### src/rtl/ic_skolem_pkg.sv
`default_nettype none
// ============================================================================
// Module   : ic_skolem_pkg
// Desc     : Shared definitions for the urem witness search: comparison mode
//            codes, search FSM state encoding and the comparison helper.
// Revision : 1.0 - initial release
// ============================================================================
package ic_skolem_pkg;

    // Comparison modes for "x urem s CMP t"
    localparam int CMP_SGE = 0;
    localparam int CMP_SGT = 1;
    localparam int CMP_UGE = 2;
    localparam int CMP_UGT = 3;

    // Widest operand the comparison helper handles
    localparam int c_MAX_W = 16;

    typedef enum logic [2:0] {
        ST_IDLE  = 3'd0,
        ST_LOAD  = 3'd1,
        ST_DIV   = 3'd2,
        ST_CHECK = 3'd3,
        ST_DONE  = 3'd4
    } state_t;

    // Operands arrive zero-extended to c_MAX_W. Signed modes flip the sign
    // bit (bit width-1) of both sides so a plain unsigned compare orders
    // them as two's-complement values.
    function automatic logic cmp_pass(input logic [c_MAX_W-1:0] rem,
                                      input logic [c_MAX_W-1:0] t,
                                      input int                 mode,
                                      input int                 width);
        logic [c_MAX_W-1:0] w_sgn;
        logic [c_MAX_W-1:0] w_a;
        logic [c_MAX_W-1:0] w_b;
        logic               w_res;
        w_sgn = c_MAX_W'(1) << (width - 1);
        if (mode == CMP_SGE || mode == CMP_SGT) begin
            w_a = rem ^ w_sgn;
            w_b = t ^ w_sgn;
        end else begin
            w_a = rem;
            w_b = t;
        end
        if (mode == CMP_SGE || mode == CMP_UGE) begin
            w_res = (w_a >= w_b);
        end else begin
            w_res = (w_a > w_b);
        end
        return w_res;
    endfunction

endpackage
`default_nettype wire

### src/rtl/ic_serial_urem.sv
`default_nettype none
// ============================================================================
// Module   : ic_serial_urem
// Desc     : Restoring serial unsigned remainder, one quotient bit per cycle,
//            MSB first. done pulses in the cycle rem holds the final result.
//            A zero divisor returns the dividend one cycle after start.
// Revision : 1.0 - initial release
// ============================================================================
module ic_serial_urem #(
    parameter int W = 4
) (
    input  logic         clk,
    input  logic         rst,
    input  logic         start,
    input  logic [W-1:0] dividend,
    input  logic [W-1:0] divisor,
    output logic         done,
    output logic [W-1:0] rem
);

    localparam int c_CNT_W = $clog2(W + 1);

    logic [W-1:0]       r_rem;
    logic [W-1:0]       r_dvd;
    logic [W-1:0]       r_dvs;
    logic [c_CNT_W-1:0] r_cnt;
    logic               r_busy;
    logic               r_done;

    // Shifted partial remainder is W+1 bits; the stored remainder is always
    // below the divisor, so it fits in W bits between steps.
    logic [W:0] w_trial;
    logic [W:0] w_diff;
    logic       w_ge;

    assign w_trial = {r_rem, r_dvd[W-1]};
    assign w_diff  = w_trial - {1'b0, r_dvs};
    // trial < 2*divisor, so a negative difference always sets bit W
    assign w_ge    = ~w_diff[W];

    // Load on start, then one restoring step per cycle for W cycles
    always_ff @(posedge clk) begin
        if (rst) begin
            r_rem  <= '0;
            r_dvd  <= '0;
            r_dvs  <= '0;
            r_cnt  <= '0;
            r_busy <= 1'b0;
            r_done <= 1'b0;
        end else begin
            r_done <= 1'b0;
            if (start) begin
                r_dvd <= dividend;
                r_dvs <= divisor;
                r_cnt <= c_CNT_W'(W);
                if (divisor == '0) begin
                    r_rem  <= dividend;
                    r_busy <= 1'b0;
                    r_done <= 1'b1;
                end else begin
                    r_rem  <= '0;
                    r_busy <= 1'b1;
                end
            end else if (r_busy) begin
                r_rem <= w_ge ? w_diff[W-1:0] : w_trial[W-1:0];
                r_dvd <= {r_dvd[W-2:0], w_ge};
                r_cnt <= r_cnt - c_CNT_W'(1);
                if (r_cnt == c_CNT_W'(1)) begin
                    r_busy <= 1'b0;
                    r_done <= 1'b1;
                end
            end
        end
    end

    assign done = r_done;
    assign rem  = r_rem;

endmodule
`default_nettype wire

### src/rtl/ic_skolem_urem_search.sv
`default_nettype none
// ============================================================================
// Module   : ic_skolem_urem_search
// Desc     : Sequential witness search for "x urem s CMP t". Sweeps x from 0
//            to 2^W-1 through a serial divider and returns the first passing
//            x, or found=0 when none exists.
// Config   : IC_SKOLEM_HINT_EN - test x=t and x=~(-s) before the sweep.
// Revision : 1.0 - initial release
// ============================================================================
module ic_skolem_urem_search
    import ic_skolem_pkg::*;
#(
    parameter int W   = 4,
    parameter int CMP = 0
) (
    input  logic         clk,
    input  logic         rst,
    input  logic         req_valid,
    output logic         req_ready,
    input  logic [W-1:0] req_s,
    input  logic [W-1:0] req_t,
    output logic         resp_valid,
    input  logic         resp_ready,
    output logic         resp_found,
    output logic [W-1:0] resp_x,
    output logic [W:0]   resp_evals
);

    localparam int                c_STEP_W    = $clog2(W + 1);
    localparam logic [c_STEP_W-1:0] c_STEP_LAST = c_STEP_W'(W - 1);

    state_t              r_state;
    logic [W-1:0]        r_s;
    logic [W-1:0]        r_t;
    logic [W-1:0]        r_x;
    logic [W:0]          r_evals;
    logic [c_STEP_W-1:0] r_step;
    logic                r_resp_valid;
    logic                r_found;
    logic [W-1:0]        r_resp_x;
    logic [W:0]          r_resp_evals;

`ifdef IC_SKOLEM_HINT_EN
    localparam logic [1:0] c_PH_T     = 2'd0;
    localparam logic [1:0] c_PH_S     = 2'd1;
    localparam logic [1:0] c_PH_SWEEP = 2'd2;
    logic [1:0] r_phase;
`endif

    logic         w_accept;
    logic         w_div_done;
    logic [W-1:0] w_rem;
    logic         w_pass;
    logic         w_last;
    logic [W:0]   w_evals_inc;

    assign req_ready   = (r_state == ST_IDLE) & ~r_resp_valid;
    assign w_accept    = req_valid & req_ready;
    assign w_pass      = cmp_pass(c_MAX_W'(w_rem), c_MAX_W'(r_t), CMP, W);
    assign w_evals_inc = r_evals + (W+1)'(1);
`ifdef IC_SKOLEM_HINT_EN
    assign w_last      = (r_phase == c_PH_SWEEP) & (&r_x);
`else
    assign w_last      = &r_x;
`endif

    ic_serial_urem #(.W(W)) u_urem (
        .clk      (clk),
        .rst      (rst),
        .start    (r_state == ST_LOAD),
        .dividend (r_x),
        .divisor  (r_s),
        .done     (w_div_done),
        .rem      (w_rem)
    );

    // Search sequencing: accept, evaluate candidates, hold response
    always_ff @(posedge clk) begin
        if (rst) begin
            r_state      <= ST_IDLE;
            r_s          <= '0;
            r_t          <= '0;
            r_x          <= '0;
            r_evals      <= '0;
            r_step       <= '0;
            r_resp_valid <= 1'b0;
            r_found      <= 1'b0;
            r_resp_x     <= '0;
            r_resp_evals <= '0;
`ifdef IC_SKOLEM_HINT_EN
            r_phase      <= c_PH_SWEEP;
`endif
        end else begin
            case (r_state)
                ST_IDLE: begin
                    if (w_accept) begin
                        r_s     <= req_s;
                        r_t     <= req_t;
                        r_evals <= '0;
`ifdef IC_SKOLEM_HINT_EN
                        r_x     <= req_t;
                        r_phase <= c_PH_T;
`else
                        r_x     <= '0;
`endif
                        r_state <= ST_LOAD;
                    end
                end
                ST_LOAD: begin
                    r_step  <= '0;
                    r_state <= (r_s == '0) ? ST_CHECK : ST_DIV;
                end
                ST_DIV: begin
                    r_step <= r_step + c_STEP_W'(1);
                    if (r_step == c_STEP_LAST) begin
                        r_state <= ST_CHECK;
                    end
                end
                ST_CHECK: begin
                    if (w_div_done) begin
                        r_evals <= w_evals_inc;
                        if (w_pass) begin
                            r_state      <= ST_DONE;
                            r_resp_valid <= 1'b1;
                            r_found      <= 1'b1;
                            r_resp_x     <= r_x;
                            r_resp_evals <= w_evals_inc;
                        end else if (w_last) begin
                            r_state      <= ST_DONE;
                            r_resp_valid <= 1'b1;
                            r_found      <= 1'b0;
                            r_resp_x     <= '0;
                            r_resp_evals <= w_evals_inc;
                        end else begin
`ifdef IC_SKOLEM_HINT_EN
                            if (r_phase == c_PH_T) begin
                                r_x     <= ~(-r_s);
                                r_phase <= c_PH_S;
                            end else if (r_phase == c_PH_S) begin
                                r_x     <= '0;
                                r_phase <= c_PH_SWEEP;
                            end else begin
                                r_x <= r_x + W'(1);
                            end
`else
                            r_x <= r_x + W'(1);
`endif
                            r_state <= ST_LOAD;
                        end
                    end
                end
                ST_DONE: begin
                    if (resp_ready) begin
                        r_resp_valid <= 1'b0;
                        r_state      <= ST_IDLE;
                    end
                end
                default: r_state <= ST_IDLE;
            endcase
        end
    end

    assign resp_valid = r_resp_valid;
    assign resp_found = r_found;
    assign resp_x     = r_resp_x;
    assign resp_evals = r_resp_evals;

endmodule
`default_nettype wire

### config.mk
export PLATFORM = sky130hd
export DESIGN_NAME = ic_skolem_urem_search
export DESIGN_NICKNAME = d
export VERILOG_FILES = /design/src/rtl/ic_skolem_pkg.sv /design/src/rtl/ic_serial_urem.sv /design/src/rtl/ic_skolem_urem_search.sv
export SDC_FILE = /design/constraint.sdc
export NUM_CORES = 1
export LEC_CHECK = 0
export CORE_ASPECT_RATIO = 1.75
export CORE_MARGIN = 2
export CORE_UTILIZATION = 35
export CTS_CLUSTER_DIAMETER = 120
export DETAILED_ROUTE_END_ITERATION = 10
export HOLD_SLACK_MARGIN = 0.02
export SETUP_SLACK_MARGIN = 0.3
export SLEW_MARGIN = 5
export SYNTH_ARGS = -nofsm -noshare
export SYNTH_HDL_FRONTEND = slang
export SYNTH_HIERARCHICAL = 1
export SYNTH_SLANG_ARGS = --single-unit
### constraint.sdc
create_clock -name clk -period 6.4 [get_ports clk]
set_input_delay 1.28 -clock clk [delete_from_list [all_inputs] [get_ports clk]]
set_output_delay 1.28 -clock clk [all_outputs]
set_load 0.02 [all_outputs]
After elaboration in Yosys (flattened, before gate mapping)
Cells that the tools add are included.
{"block": "classes", "muxes": 44, "magnitude_cmp": 1, "bitwise": 6, "reduce_logical": 15, "n_addsub": 5, "eq_ne": 13}
{"cell": "4-bit two-way mux", "n": 12}
{"cell": "3-bit two-way mux", "n": 8}
{"cell": "5-bit two-way mux", "n": 4}
{"cell": "1-bit two-way mux", "n": 15}
{"cell": "3-bit one-hot mux with 5 select lines", "n": 1}
{"cell": "4-bit AND reduction", "n": 3}
{"cell": "2-bit inequality test, second input constant", "n": 5}
{"cell": "5-bit one-hot mux with 2 select lines", "n": 1}
{"cell": "2-bit nonzero test", "n": 5}
{"cell": "3-bit by 2-bit == test with 1-bit output, second input constant", "n": 3}
{"cell": "4-bit one-hot mux with 2 select lines", "n": 1}
{"cell": "3-bit by 1-bit == test with 1-bit output, second input constant", "n": 2}
{"cell": "3-bit one-hot mux with 2 select lines", "n": 1}
{"cell": "3-bit AND reduction", "n": 2}
{"cell": "5-bit by 1-bit adder with 5-bit output, second input constant", "n": 1}
{"cell": "5-bit AND reduction", "n": 1}
{"cell": "5-bit by 4-bit subtractor with 5-bit output", "n": 1}
{"cell": "4-bit by 1-bit adder with 4-bit output, second input constant", "n": 1}
{"cell": "4-bit >= comparator", "n": 1}
{"cell": "4-bit logical NOT", "n": 1}
{"cell": "1-bit inverter", "n": 4}
{"cell": "3-bit by 1-bit adder with 3-bit output, second input constant", "n": 1}
{"cell": "3-bit == test, second input constant", "n": 1}
{"cell": "3-bit logical NOT", "n": 1}
{"cell": "7 further kinds", "n": 8}
{"block": "word_totals", "out_inout_bits": 12, "wordCells": 101, "regBits": 51}

Logic depth before layout (Yosys ltp)
Gate-level depths: netlist (run 1).
{"block": "logic_depth", "ltp_word": 5, "mapped_depth": 9}

Hierarchy
The synthesis (run 1) kept the hierarchy.
{"mod": "ic_skolem_urem_search", "instances": 1, "area_per_inst_um2": 1606.5, "cells_per_inst": 193}
{"mod": "ic_serial_urem", "instances": 1, "area_per_inst_um2": 963.4, "cells_per_inst": 111}

Worst setup path after synthesis (run 1)
No wires, ideal clock.
{"block": "synth_timing", "path_kind": "register to output", "from": "reg r_state[0]", "to": "out req_ready", "arrival_time_ns": 1.068, "required_ns": 5.120, "path_stages_with_launch": 4, "path_slack_ns": 4.052, "path_buffers": 2, "cell_sequence": "dfxtp_1 buf_2 nor4_1 buf_2"}
{"block": "synth_between", "elab_chain_cells": 2}
{"element": "from (decl)", "line_no": "ic_skolem_urem_search.sv:32", "rtl": "state_t r_state;"}
{"element": "from (signal assigned)", "line_no": "ic_skolem_urem_search.sv:111", "rtl": "r_state <= (r_s == '0) ? ST_CHECK : ST_DIV;"}
{"element": "3-bit logical NOT", "line_no": "ic_skolem_urem_search.sv:57", "rtl": "assign req_ready = (r_state == ST_IDLE) & ~r_resp_valid;"}
{"element": "1-bit bitwise AND", "line_no": "ic_skolem_urem_search.sv:57"}
{"element": "to (decl)", "line_no": "ic_skolem_urem_search.sv:19", "rtl": "output logic req_ready,"}
No other way between the ends.

Worst setup path in the final report (run 1)
Ends and elaborated chain as after synthesis.

==> results.md, run 1 <==
- The run finished with clean final reports.
- The clock network fraction of design power is 0.247.
- Of the post-synthesis cell area, the dominant cell type holds 0.3973.
- The area after detailed placement is 0.002841 sq mm.
- The floorplan step defined a die boundary enclosing 0.008071 sq mm.
- The number of clock sinks seen by CTS is approximately 50.
- Ranked by instance count, the synthesized netlist is headed by sky130_fd_sc_hd__dfxtp_1 (51), sky130_fd_sc_hd__nor2_1 (47), sky130_fd_sc_hd__a21oi_1 (31).
- The proportion of total power due to net switching is 0.3709.
- The area of the multi-input gates is ~0.0014 sq mm.
- The smallest clock period supported by the final layout is computed as approximately 3600 ps.
- Timing would allow up to approximately 0.28 GHz.
- The synthesized design contains 51 register bits.
- The detail route stage leaves a number of antenna-violating nets equal to 0.
- From left edge to right edge, the die measures 68.78 um.
- The half-perimeter wire length after placement is 4.139 mm.
- The repair_antennas step left the layout with diodes totalling 0.
- STA classifies the critical path startpoint as a register.
- The total negative slack is 0 ps.
- The worst-case setup margin in the final layout is 2794 ps.
- The floorplan step defined a core boundary enclosing 0.007182 sq mm.
- The routed wire length per instance is about 14 um.
- The share of total power dissipated in combinational logic is 0.363.
- After synthesis the cells add up to 0.002570 sq mm.
- Routability-driven placement finished with a final weighted congestion of ~0.74.
- The critical path arrival is between 2000 and 2500 ps.
- After clock tree synthesis, the clock-pin slew on the worst setup and hold paths is 70 ps.
- The insertion delay to the later sink of the worst-skew pair is approximately 290 ps.
- The fraction of layout cells with a size suffix above 1 is 0.07837.
- The number of enable-type register cells in the synthesized netlist is 0.
- The utilization of the core after routing is 0.4167.
- At the pin with the least slew margin, the transition time is 1005 ps.
- The maximum root-to-sink buffer count is 2.
- The number of antenna violations at the first check in global routing was 0.
- Setup violations remaining at the end of the flow were counted as 0.
- Fill cells in the final layout number between 700 and 800.
- The setup skew after layout is 5.244 ps.
- The quantity of hold-fixing buffers added after cts is 0.
- The distinct cell type count after synthesis is 54.
- The starting DRC count in detailed routing is around 100.
- The setup path with the least slack is of type reg2out.
- The peak fanout along the critical path is 13.
- The number of nets in the layout is 345.
- sky130_fd_sc_hd__dfxtp_1 takes more of the synthesized area than any other cell.
- The sequential cell area fraction in the yosys report is 0.3973.
- After global routing the overflow that remains totals 0.
- The required time reported for the critical path endpoint is 5120 ps.
- The number of maximum-capacitance violations is 0.
- The area growth from synthesis to layout is 16.46%.
- The overall power of the completed layout is 0.001095 W.
- Of all flip-flops after synthesis, the portion carrying an async set or reset was 0.
- For this design the top-level I/O count stands at 24.
- After detailed routing, the number of vias per cell comes to 5.240.
- After floorplanning, the core was divided into 41 placement rows.
- The number of nets in the synthesized netlist is 331.
- The initial standard-cell utilization of the core is 0.3578.
- The register area is 0.001021 sq mm.
- The largest voltage drop on the vdd net is 0.1995 mV.
- After clock tree synthesis, the repair step resized 0 gates.
- Yosys attributes the largest share of cell area to sky130_fd_sc_hd__dfxtp_1 (40%), sky130_fd_sc_hd__nor2_1 (6.9%), sky130_fd_sc_hd__ha_1 (6.8%), sky130_fd_sc_hd__a21oi_1 (6.0%), sky130_fd_sc_hd__nand2_1 (2.9%).
- The final max-slew violation count was 0.
- The overall global routing resource usage is 0.1576.
- The via count of the first global-routing pass is 2065.
- The first-pass GRT wire length is 9.763 mm.
- The sequential power share is 0.390.
- Entering global routing, the biggest net connects 54 pins.
- The number of instances in the synthesized netlist is 304.
- The critical path capture point type is an output pin.
- The final wirelength is 5.774 mm.
- The net load switching power is 0.0004062 W.
- The worst pin sits at a relative slew slack of 0.3301.
- Internal power comes to between 0.0006 and 0.0007 W.
- TritonCTS built the clock tree.
- The first TritonRoute pass finished after 4 iterations.
- By instance count, the leading cell after synthesis is sky130_fd_sc_hd__dfxtp_1.
- The finished cells cover 0.002993 sq mm.
- The total setup buffers inserted after CTS is 0.
- Setup repair after global routing left no endpoint under its margin.
- The number of H-tree branching levels is 2.
- The Yosys step of the flow raised 6 warnings.
- Across all layers, the routed design uses 2122 vias.
- The residual DRC count is 0.
- The static leakage power is 1.041 nW.
- In the synthesized netlist the dominant register cell turns out to be sky130_fd_sc_hd__dfxtp_1.
- The cell sitting at the root of the clock tree is a sky130_fd_sc_hd__clkbuf_16.
- OpenSTA, run right after detailed placement, puts the worst setup slack at 3085 ps.
- Each instance of the synthesized netlist takes up on average 8.454 sq um.
- The number of buffers created by CTS is 5.
- Port buffering added 23 buffers.
- Of the available clock period, the critical path in the final layout requires 0.5634.
- The die is 117.4 um tall.
- The number of failing hold endpoints at the final stage is 0.
- The min-delay analysis places its worst path in the category reg2reg.
- In this run the power density over the cells is 366.0 mW/mm^2.
power by group through the flow:
stage          logic (W)  clock network [W]  registers, W
5_1_grt         0.000452           0.000292      0.000436
6_report        0.000398           0.000270      0.000427
2_1_floorplan   0.000343                  0      0.000398
3_3_place_gp    0.000395                  0      0.000433
3_5_place_dp    0.000401                  0      0.000434
4_1_cts         0.000403           0.000281      0.000427
path summary, 6_finish.rpt:
path         cells past startpoint             to  slack, ps  startpoint
max                              2      req_ready       2790  r_state[0]
min                              2         r_t[1]        460      r_t[1]
min reg2reg                      2         r_t[1]        460      r_t[1]
max reg2reg                      6  u_urem/rem[0]       3690  r_state[0]
critical path, stage by stage, from the launching register on:
cell	delay, ps
sky130_fd_sc_hd__dfxtp_1	430
sky130_fd_sc_hd__nor4_2	850
sky130_fd_sc_hd__clkdlybuf4s50_1	750
registers in the layout, indices dropped and copies added (netlist names):
register	cells
resp_x	4
u_urem/done	1
u_urem/r_dvs	4
resp_evals	5
u_urem/r_dvd	4
u_urem/r_busy	1
resp_found	1
r_evals	5
r_x	4
u_urem/rem	4
u_urem/r_cnt	3
resp_valid	1
r_t	4
r_state	3
r_s	4
r_step	3
kinds of logic after synthesis:
group	count (synthesis)	share of synthesized area
simple gates	115	0.2235
flops	51	0.3973
fa+ha+maj	15	0.07595
buf+inv	33	0.05112
compound gates	72	0.1845
xor+xnor	8	0.02726
mux	10	0.04041
area by class of cell:
| type | count | share of cell area |
|---|---|---|
| flip-flops and latches | 51 | 0.3411 |
| multi-input cells | 220 | 0.4758 |
| well taps | 86 | 0.03595 |
| repair buffers | 23 | 0.07525 |
| inverters | 17 | 0.02132 |
| clock buffers | 7 | 0.04766 |
| clock inverters | 1 | 0.002926 |
cell usage in the layout (no fill, tap or decap), types with 2 or more instances in the layout:
master / instances
sky130_fd_sc_hd__a311oi_1: 2
sky130_fd_sc_hd__a211oi_1: 4
sky130_fd_sc_hd__or3_1: 2
sky130_fd_sc_hd__clkbuf_16: 5
sky130_fd_sc_hd__nand3b_1: 2
sky130_fd_sc_hd__xnor2_1: 4
sky130_fd_sc_hd__o21ai_0: 7
sky130_fd_sc_hd__o211ai_1: 2
sky130_fd_sc_hd__and3_1: 3
sky130_fd_sc_hd__mux2i_1: 7
sky130_fd_sc_hd__nor3_1: 4
sky130_fd_sc_hd__a21oi_2: 2
sky130_fd_sc_hd__or2_2: 2
sky130_fd_sc_hd__nand2_2: 2
sky130_fd_sc_hd__nand3_1: 13
sky130_fd_sc_hd__nor2_1: 47
sky130_fd_sc_hd__nor4_1: 2
sky130_fd_sc_hd__nor3b_1: 2
sky130_fd_sc_hd__or4_1: 2
sky130_fd_sc_hd__inv_1: 17
sky130_fd_sc_hd__a22oi_1: 6
sky130_fd_sc_hd__nand2b_1: 6
sky130_fd_sc_hd__clkdlybuf4s50_1: 22
sky130_fd_sc_hd__dfxtp_1: 51
sky130_fd_sc_hd__mux2_2: 3
sky130_fd_sc_hd__xor2_1: 4
sky130_fd_sc_hd__a31oi_1: 2
sky130_fd_sc_hd__a21oi_1: 31
sky130_fd_sc_hd__nand2_1: 20
sky130_fd_sc_hd__ha_1: 14
sky130_fd_sc_hd__o21a_2: 2
metal layers:
metal / GRT usage / wire (um)
met1: 0.1816 / 2413
met3: 0.03260 / 117
met5: 0 / 0
met2: 0.2692 / 3098
met4: 0.06740 / 146
per-stage QoR:
| step | hold slack [ps] | cells |
|---|---|---|
| floorplan | 436.3 | 304 |
| global placement | 445.8 | 397 |
| detailed placement | 447.8 | 397 |
| CTS | 457.0 | 405 |
| global route | 481.7 | 405 |
| finish | 458.3 | 405 |
No activity file was read; power rests on OpenSTA's default activity.
==> inputs of run 2 (changes only) <==
==> constraint.sdc (replaced) <==
create_clock -name clk -period 3.4 [get_ports clk]
set_input_delay 0.68 -clock clk [delete_from_list [all_inputs] [get_ports clk]]
set_output_delay 0.68 -clock clk [all_outputs]
set_load 0.02 [all_outputs]
==> run 2 against run 1 <==
Cell area is 0.63% higher. Critical path type unchanged. Flip-flop and latch count stayed put. Non-clock buffer count increased by 2. Critical path depth is 1 higher. Largest power group unchanged. Sequential power rose by 88%. Utilization increased by 0.26 points.
==> results.md, run 2 (synthesis gave the netlist of run 1 again) <==
- The aggregate global routing overflow is 0.
- In the routed design, unresolved DRC markers number 0.
- Gates resized during post-CTS repair numbered 0.
- The floorplan step set the die height to 117.4 um.
- The setup skew after layout is 9.388 ps.
- The floorplan has 41 rows.
- The worst hold path begins at r_t[2].
- After the first detailed-routing iteration, the DRC count stood at 114.
- The CTS tree is yes.
- The area after detailed placement is 0.002856 sq mm.
- The core footprint is roughly 0.007 sq mm.
- Entering global routing, the biggest net connects 54 pins.
- Setup repair after global routing left no endpoint under its margin.
- The final wirelength is roughly 5.7 mm.
- For this run, the detailed router's first-pass iteration total came to 4.
- For this design, the CTS-stage hold fixing added 0 buffers.
- STA classifies the critical path startpoint as a register.
- The worst relative slew slack is 0.3617.
- The total setup buffers inserted after CTS is 0.
- Along the worst path, the maximum fanout reaches 13.
- The via count of the first global-routing pass is 2072.
- The worst hold path was traced through 2 stages.
- For this configuration, the core starts out at a cell density of 0.3578.
- The number of failing setup endpoints in the final timing report is 0.
- The number of antenna violations at the first check in global routing is 0.
- Data arrives at the worst endpoint at 1860 ps.
- 0 antenna diodes ended up in the layout.
- The die is 68.78 um wide.
- At the end of the flow, the number of nets in the layout was 347.
- For this design the static power due to leakage is 1.050 nW.
- The number of failing hold endpoints at the final stage is 0.
- The clock tree root buffer cell is sky130_fd_sc_hd__clkbuf_16.
- After detailed routing, the average wire length per cell comes to approximately 14 um.
- The maximum root-to-sink buffer count is 2.
- The tightest min-delay check is of the reg2reg type.
- The worst path buffer plus inverter count is 2.
- The number of cells on the worst reg-to-reg path is 8.
- The H-tree was split into 2 levels.
- The first global-routing pass estimated 9.777 mm of wire.
- The most common library cell in the layout ignoring fill and taps is sky130_fd_sc_hd__dfxtp_1.
- Adding up every negative setup slack in the final design gives 0 ps.
- The post-route minimum period is between 2000 and 3000 ps.
- The run finished with clean final reports.
- Of the available clock period, the critical path in the final layout requires 0.7460.
- The cell area power density is between 600 and 700 mW/mm^2.
- The number of clock sinks seen by CTS is 51.
- In this run the remaining antenna-violating nets after routing total 0.
- The required time reported for the critical path endpoint is between 2000 and 3000 ps.
- STA classifies the critical path endpoint as an output pin.
- The area enclosed by the die boundary is 0.008071 sq mm.
- For this block, the via count after detailed routing is 2152.
- The start point of the critical path is r_state[0].
- The category of the critical setup timing path is reg2out.
- The worst-case IR drop observed on VDD is 0.3001 mV.
- The number of maximum-capacitance violations is 0.
- The standard cell with the maximum stage delay on the critical path is sky130_fd_sc_hd__clkdlybuf4s50_1.
- The final weighted congestion of routability-driven global placement is 0.7363.
- After clock tree synthesis, the clock-pin slew on the worst setup and hold paths is 60 ps.
- After routing the design area is 0.003012 sq mm.
- The half-perimeter wire length after placement is 4.155 mm.
- Walking the worst path, the cells encountered are nor4_2 -> buf_4 -> clkdlybuf4s50_1.
- Clock tree synthesis inserted a total of 5 buffers.
- The critical path runs through a total of 3 cells.
- The final max-slew violation count is 0.
- At the pin with the least slew margin, the transition time is 957.4 ps.
- For this run, the total global-route usage over all layers was measured as 0.1573.
- The launching point of the worst reg2reg path is u_urem/r_dvd[3].
- The insertion delay to the later sink of the worst-skew pair is 290 ps.
- The fraction of layout cells with a size suffix above 1 is 0.08723.
- The synthesis-to-finish area growth is 17.19%.
- Using the TritonRoute via totals, the vias-per-cell ratio works out to approximately 5.3.
- The kind of cell with the highest combined delay on the critical path is buffers and inverters.
- Timing would allow up to 0.3942 GHz.
- In this design, the stage delay of the slowest critical-path cell is 620 ps.
- The top-level port count is 24.
- Leaving out fill and tap cells, the most frequent cells in the layout are sky130_fd_sc_hd__dfxtp_1 (51), sky130_fd_sc_hd__nor2_1 (47), sky130_fd_sc_hd__a21oi_1 (31), sky130_fd_sc_hd__clkdlybuf4s50_1 (22), sky130_fd_sc_hd__nand2_1 (20).
- During placement, the flow inserted port buffers numbering 23.
[run 2: cell types whose count changed in the layout (fill, tap and decap cells not counted), sizes merged]
cell / before / now
clkbuf: 7 / 6
buf: 1 / 3
clkinvlp: 0 / 1
[run 2: worst reg2reg max path: cells and delay by family (launching register included)]
family | cells | cell delay [ps]
compound gates | 2 | 270
fa+ha+maj | 2 | 640
flops | 1 | 330
simple gates | 2 | 720
xor+xnor | 1 | 210
buf+inv | 1 | 60
[run 2: layout make-up]
class                      count  area (sq um)
multi-input combinational    220          1424
timing repair buffer          25         240.2
sequential                    51          1021
clock inverter                 2         16.27
clock buffer                   6         138.9
fill                         752          4170
inverter                      17         63.81
tap                           86         107.6
[run 2: worst paths after layout]
check                           slack (ps)       endpoint
worst min-delay path                   460         r_t[2]
worst max-delay path                   860      req_ready
worst min register to register         460         r_t[2]
worst max register to register        1120  u_urem/rem[3]
[run 2: power by group]
group,internal (W),switching [W]
Combinational,0.000334,0.000437
Sequential,0.000681,0.000122
Clock,0.000294,0.000222
Total,0.00131,0.000781
[run 2: routing by layer]
| layer | part of all wire | global-route usage | up-vias |
|---|---|---|---|
| li1 | - | - | 1103 |
| met1 | 0.43 | 0.1798 | 1025 |
| met2 | 0.53 | 0.2716 | 16 |
| met3 | 0.021 | 0.03452 | 8 |
| met4 | 0.021 | 0.06127 | 0 |
| met5 | 0 | 0 | - |
[run 2: through the flow]
step           setup slack (ps)  total power [W]  hold WS [ps]  cells    util
6_report                  863.5         0.002091         463.5    407  0.4193
5_1_grt                   758.8         0.002246         489.3    407  0.4193
4_1_cts                   842.2         0.002117         464.8    407  0.4193
3_5_place_dp              714.5         0.001595         456.0    399  0.3977
3_3_place_gp              757.4         0.001578         450.2    399  0.3977
2_1_floorplan              1340         0.001395         436.3    304       -
==> inputs of run 3 (changes only) <==
==> constraint.sdc (replaced) <==
create_clock -name clk -period 2.4 [get_ports clk]
set_input_delay 0.48 -clock clk [delete_from_list [all_inputs] [get_ports clk]]
set_output_delay 0.48 -clock clk [all_outputs]
set_load 0.02 [all_outputs]
==> run 3 against run 2 <==
Total power increased by 54%. Count of clock-buffer cells in the layout is the same. Cell area rose by 4.2%. Cell count increased by 2.0%. Non-clock buffer count increased by 8. Largest cell class unchanged. Largest power group is now combinational logic.
==> results.md, run 3 (synthesis gave the netlist of run 1 again) <==
- Max-cap violations in this run came to 0.
- In this design, the largest share of critical-path delay is due to adder cells.
- The final wirelength is 5.965 mm.
- The largest net degree at the start of global routing is 36.
- The via count is between 2000 and 2500.
- The fraction of layout cells with a size suffix above 1 is 0.1337.
- The number of failing hold endpoints at the final stage is 0.
- The worst setup path is launched from a register.
- The overall global routing resource usage is 0.1594.
- The achievable frequency is between 0.4 and 0.5 GHz.
- The die is between 100 and 150 um tall.
- The number of antenna violations at the first check in global routing is 0.
- TritonCTS built the clock tree.
- The most common library cell in the layout ignoring fill and taps is sky130_fd_sc_hd__dfxtp_1.
- The top-level port count is 24.
- The via count of the first global-routing pass is around 2100.
- The flow ran to the end, and the final reports show no timing, DRC or antenna violations.
- The maximum root-to-sink buffer count is 2.
- The area enclosed by the die boundary is 0.008071 sq mm.
- The core region is 0.007182 sq mm.
- The first-pass GRT wire length is 9.887 mm.
- The net load switching power is 0.001188 W.
- The post-route minimum period is roughly 2000 ps.
- After detailed routing, the average wire length per cell comes to 14.37 um.
- The internal power component is 0.002038 W.
- The cell area power density is a little over 1000 mW/mm^2.
- The sequential power share is 0.349.
- The classification of the worst-slack hold path is reg2reg.
- The number of H-tree branching levels is 2.
- The count of TritonRoute iterations in the first routing pass is 4.
- The number of failing setup endpoints in the final timing report is 0.
- The die width is between 60 and 70 um.
- Leaving out fill and tap cells, the most frequent cells in the layout are sky130_fd_sc_hd__dfxtp_1 (49), sky130_fd_sc_hd__nor2_1 (47), sky130_fd_sc_hd__a21oi_1 (31), sky130_fd_sc_hd__clkdlybuf4s50_1 (21), sky130_fd_sc_hd__nand2_1 (20).
- Headroom to the max-slew limit came out at 0.5671.
- Setup repair after global routing could not meet its margin everywhere.
- The initial utilization of the core area, before any placement, comes to 0.3578.
- After the first detailed-routing iteration, the DRC count stood at 118.
- At the later pin of the worst-skew pair, clock insertion delay measures 290 ps.
- At the pin with the least slew margin, the transition time is 648.4 ps.
- The clock network fraction of design power is 0.262.
- At the worst endpoint, the required time is 2620 ps.
- After global routing the overflow that remains totals 0.
- The setup skew after layout is 4.507 ps.
- The utilization of the core after routing is 0.4371.
- The clock drives 51 sinks.
- The signal on the critical path passes through inv_1 -> ha_2 -> fa_2 -> nand2b_4 -> a21oi_4 -> xnor2_2 -> mux2_2 -> a31oi_1.
- Summed over all nets, the half-perimeter wirelength after detailed placement is between 4 and 5 mm.
- Together, buffers and inverters on the worst path number 1.
- The root buffer cell chosen for the clock tree is sky130_fd_sc_hd__clkbuf_16.
- The number of placement rows is 41.
- Hold repair after CTS inserted 0 buffers.
- The number of nets in the layout is 355.
- Of all nets on the critical path, the largest fanout is 7.
- The number of vias per cell after detailed routing is 5.210.
- The number of buffers created by CTS is 5.
- The worst-case IR drop observed on VDD is 0.4562 mV.
- Across all register-to-register paths, the minimum setup slack is 350 ps.
- The setup path with the least slack is of type reg2reg.
- The total negative slack is 0 ps.
- The period utilization is 0.8535.
- For this run, design rule violations remaining after detail routing come to 0.
- The delay of the slowest cell on the worst path is 380 ps.
- Clock-pin slew was measured on the worst setup and hold paths at roughly 70 ps.
- Buffers placed on the I/O ports in this run total 23.
- The final max-slew violation count is 0.
- The relative contribution of combinational cells to total power is 0.389.
- The diode insertion count for antenna repair is 0.
- The synthesis-to-finish area growth is 22.15%.
- The final weighted congestion of routability-driven global placement is ~0.84.
- Among all stages on the critical path, the largest delay is contributed by sky130_fd_sc_hd__mux2_2.
- The critical path capture point type is a register.
- The count of antenna-violating nets left after detailed routing is 0.
- Data on the critical path arrives at its endpoint at 2270 ps.
- Of the total power, the share spent switching nets is 0.3682.
- The static leakage power is 1.119 nW.
[run 3: cell count changes in the layout (fill, tap and decap cells not counted), sizes merged]
| cell | delta |
|---|---|
| clkinv | -1 |
| clkinvlp | -1 |
| inv | +1 |
| dlygate4sd2 | +1 |
| bufinv | +1 |
| clkdlybuf4s50 | -1 |
| buf | +8 |
[run 3: power by group through the flow]
stage | logic, W | clock network [W] | registers, W
3_5_place_dp | 0.00116 | 0 | 0.00114
5_1_grt | 0.00141 | 0.000896 | 0.00114
6_report | 0.00126 | 0.000845 | 0.00113
4_1_cts | 0.00117 | 0.000866 | 0.00112
3_3_place_gp | 0.00113 | 0 | 0.00114
2_1_floorplan | 0.000914 | 0 | 0.00106
[run 3: routing by layer]
layer | vias to the layer above | global-route usage | part of all wire
li1 | 1111 | - | -
met1 | 1016 | 0.1825 | 0.41
met2 | 23 | 0.2734 | 0.54
met3 | 12 | 0.03164 | 0.024
met4 | 0 | 0.06985 | 0.028
met5 | - | 0 | 0
[run 3: timing repair]
| item | in CTS | in global routing |
|---|---|---|
| buffers inserted | 0 | 3 |
| setup endpoints to repair | 6 | 12 |
| pin swaps | 3 | 5 |
| gates resized for setup | 4 | 8 |
| hold endpoints to repair | 0 | 0 |
[run 3: area by class of cell]
| type | count | area (sq um) |
|---|---|---|
| inverter | 17 | 63.81 |
| tap | 86 | 107.6 |
| timing repair buffer | 33 | 299.0 |
| clock inverter | 2 | 38.79 |
| multi-input combinational | 220 | 1468 |
| clock buffer | 6 | 138.9 |
| fill | 756 | 4043 |
| sequential | 51 | 1023 |
[run 3: metrics by stage]
stage          instances  total power (W)  hold WS [ps]  area (sq um)  setup WS, ps
2_1_floorplan        304         0.001976         436.3          2570         339.5
5_1_grt              415         0.003447         481.0          3139         249.5
4_1_cts              412         0.003166         463.4          3083         332.4
6_report             415         0.003226         457.1          3139         351.7
3_3_place_gp         404         0.002271         447.3          2894         261.3
3_5_place_dp         404         0.002294         453.6          2894         201.0
[run 3: worst paths after layout]
check                       end             from  cells after the start
hold / removal    resp_evals[1]    resp_evals[1]                      2
hold reg to reg   resp_evals[1]    resp_evals[1]                      2
setup reg to reg  u_urem/rem[1]  u_urem/r_dvd[3]                      8
setup / recovery  u_urem/rem[1]  u_urem/r_dvd[3]                      8
[run 3: worst register-to-register path: stages, from the launching register on]
cell and delay, ps:
sky130_fd_sc_hd__dfxtp_2 320, sky130_fd_sc_hd__inv_1 50, sky130_fd_sc_hd__ha_2 200, sky130_fd_sc_hd__fa_2 370, sky130_fd_sc_hd__nand2b_4 160, sky130_fd_sc_hd__a21oi_4 140
sky130_fd_sc_hd__xnor2_2 190, sky130_fd_sc_hd__mux2_2 380, sky130_fd_sc_hd__a31oi_1 160
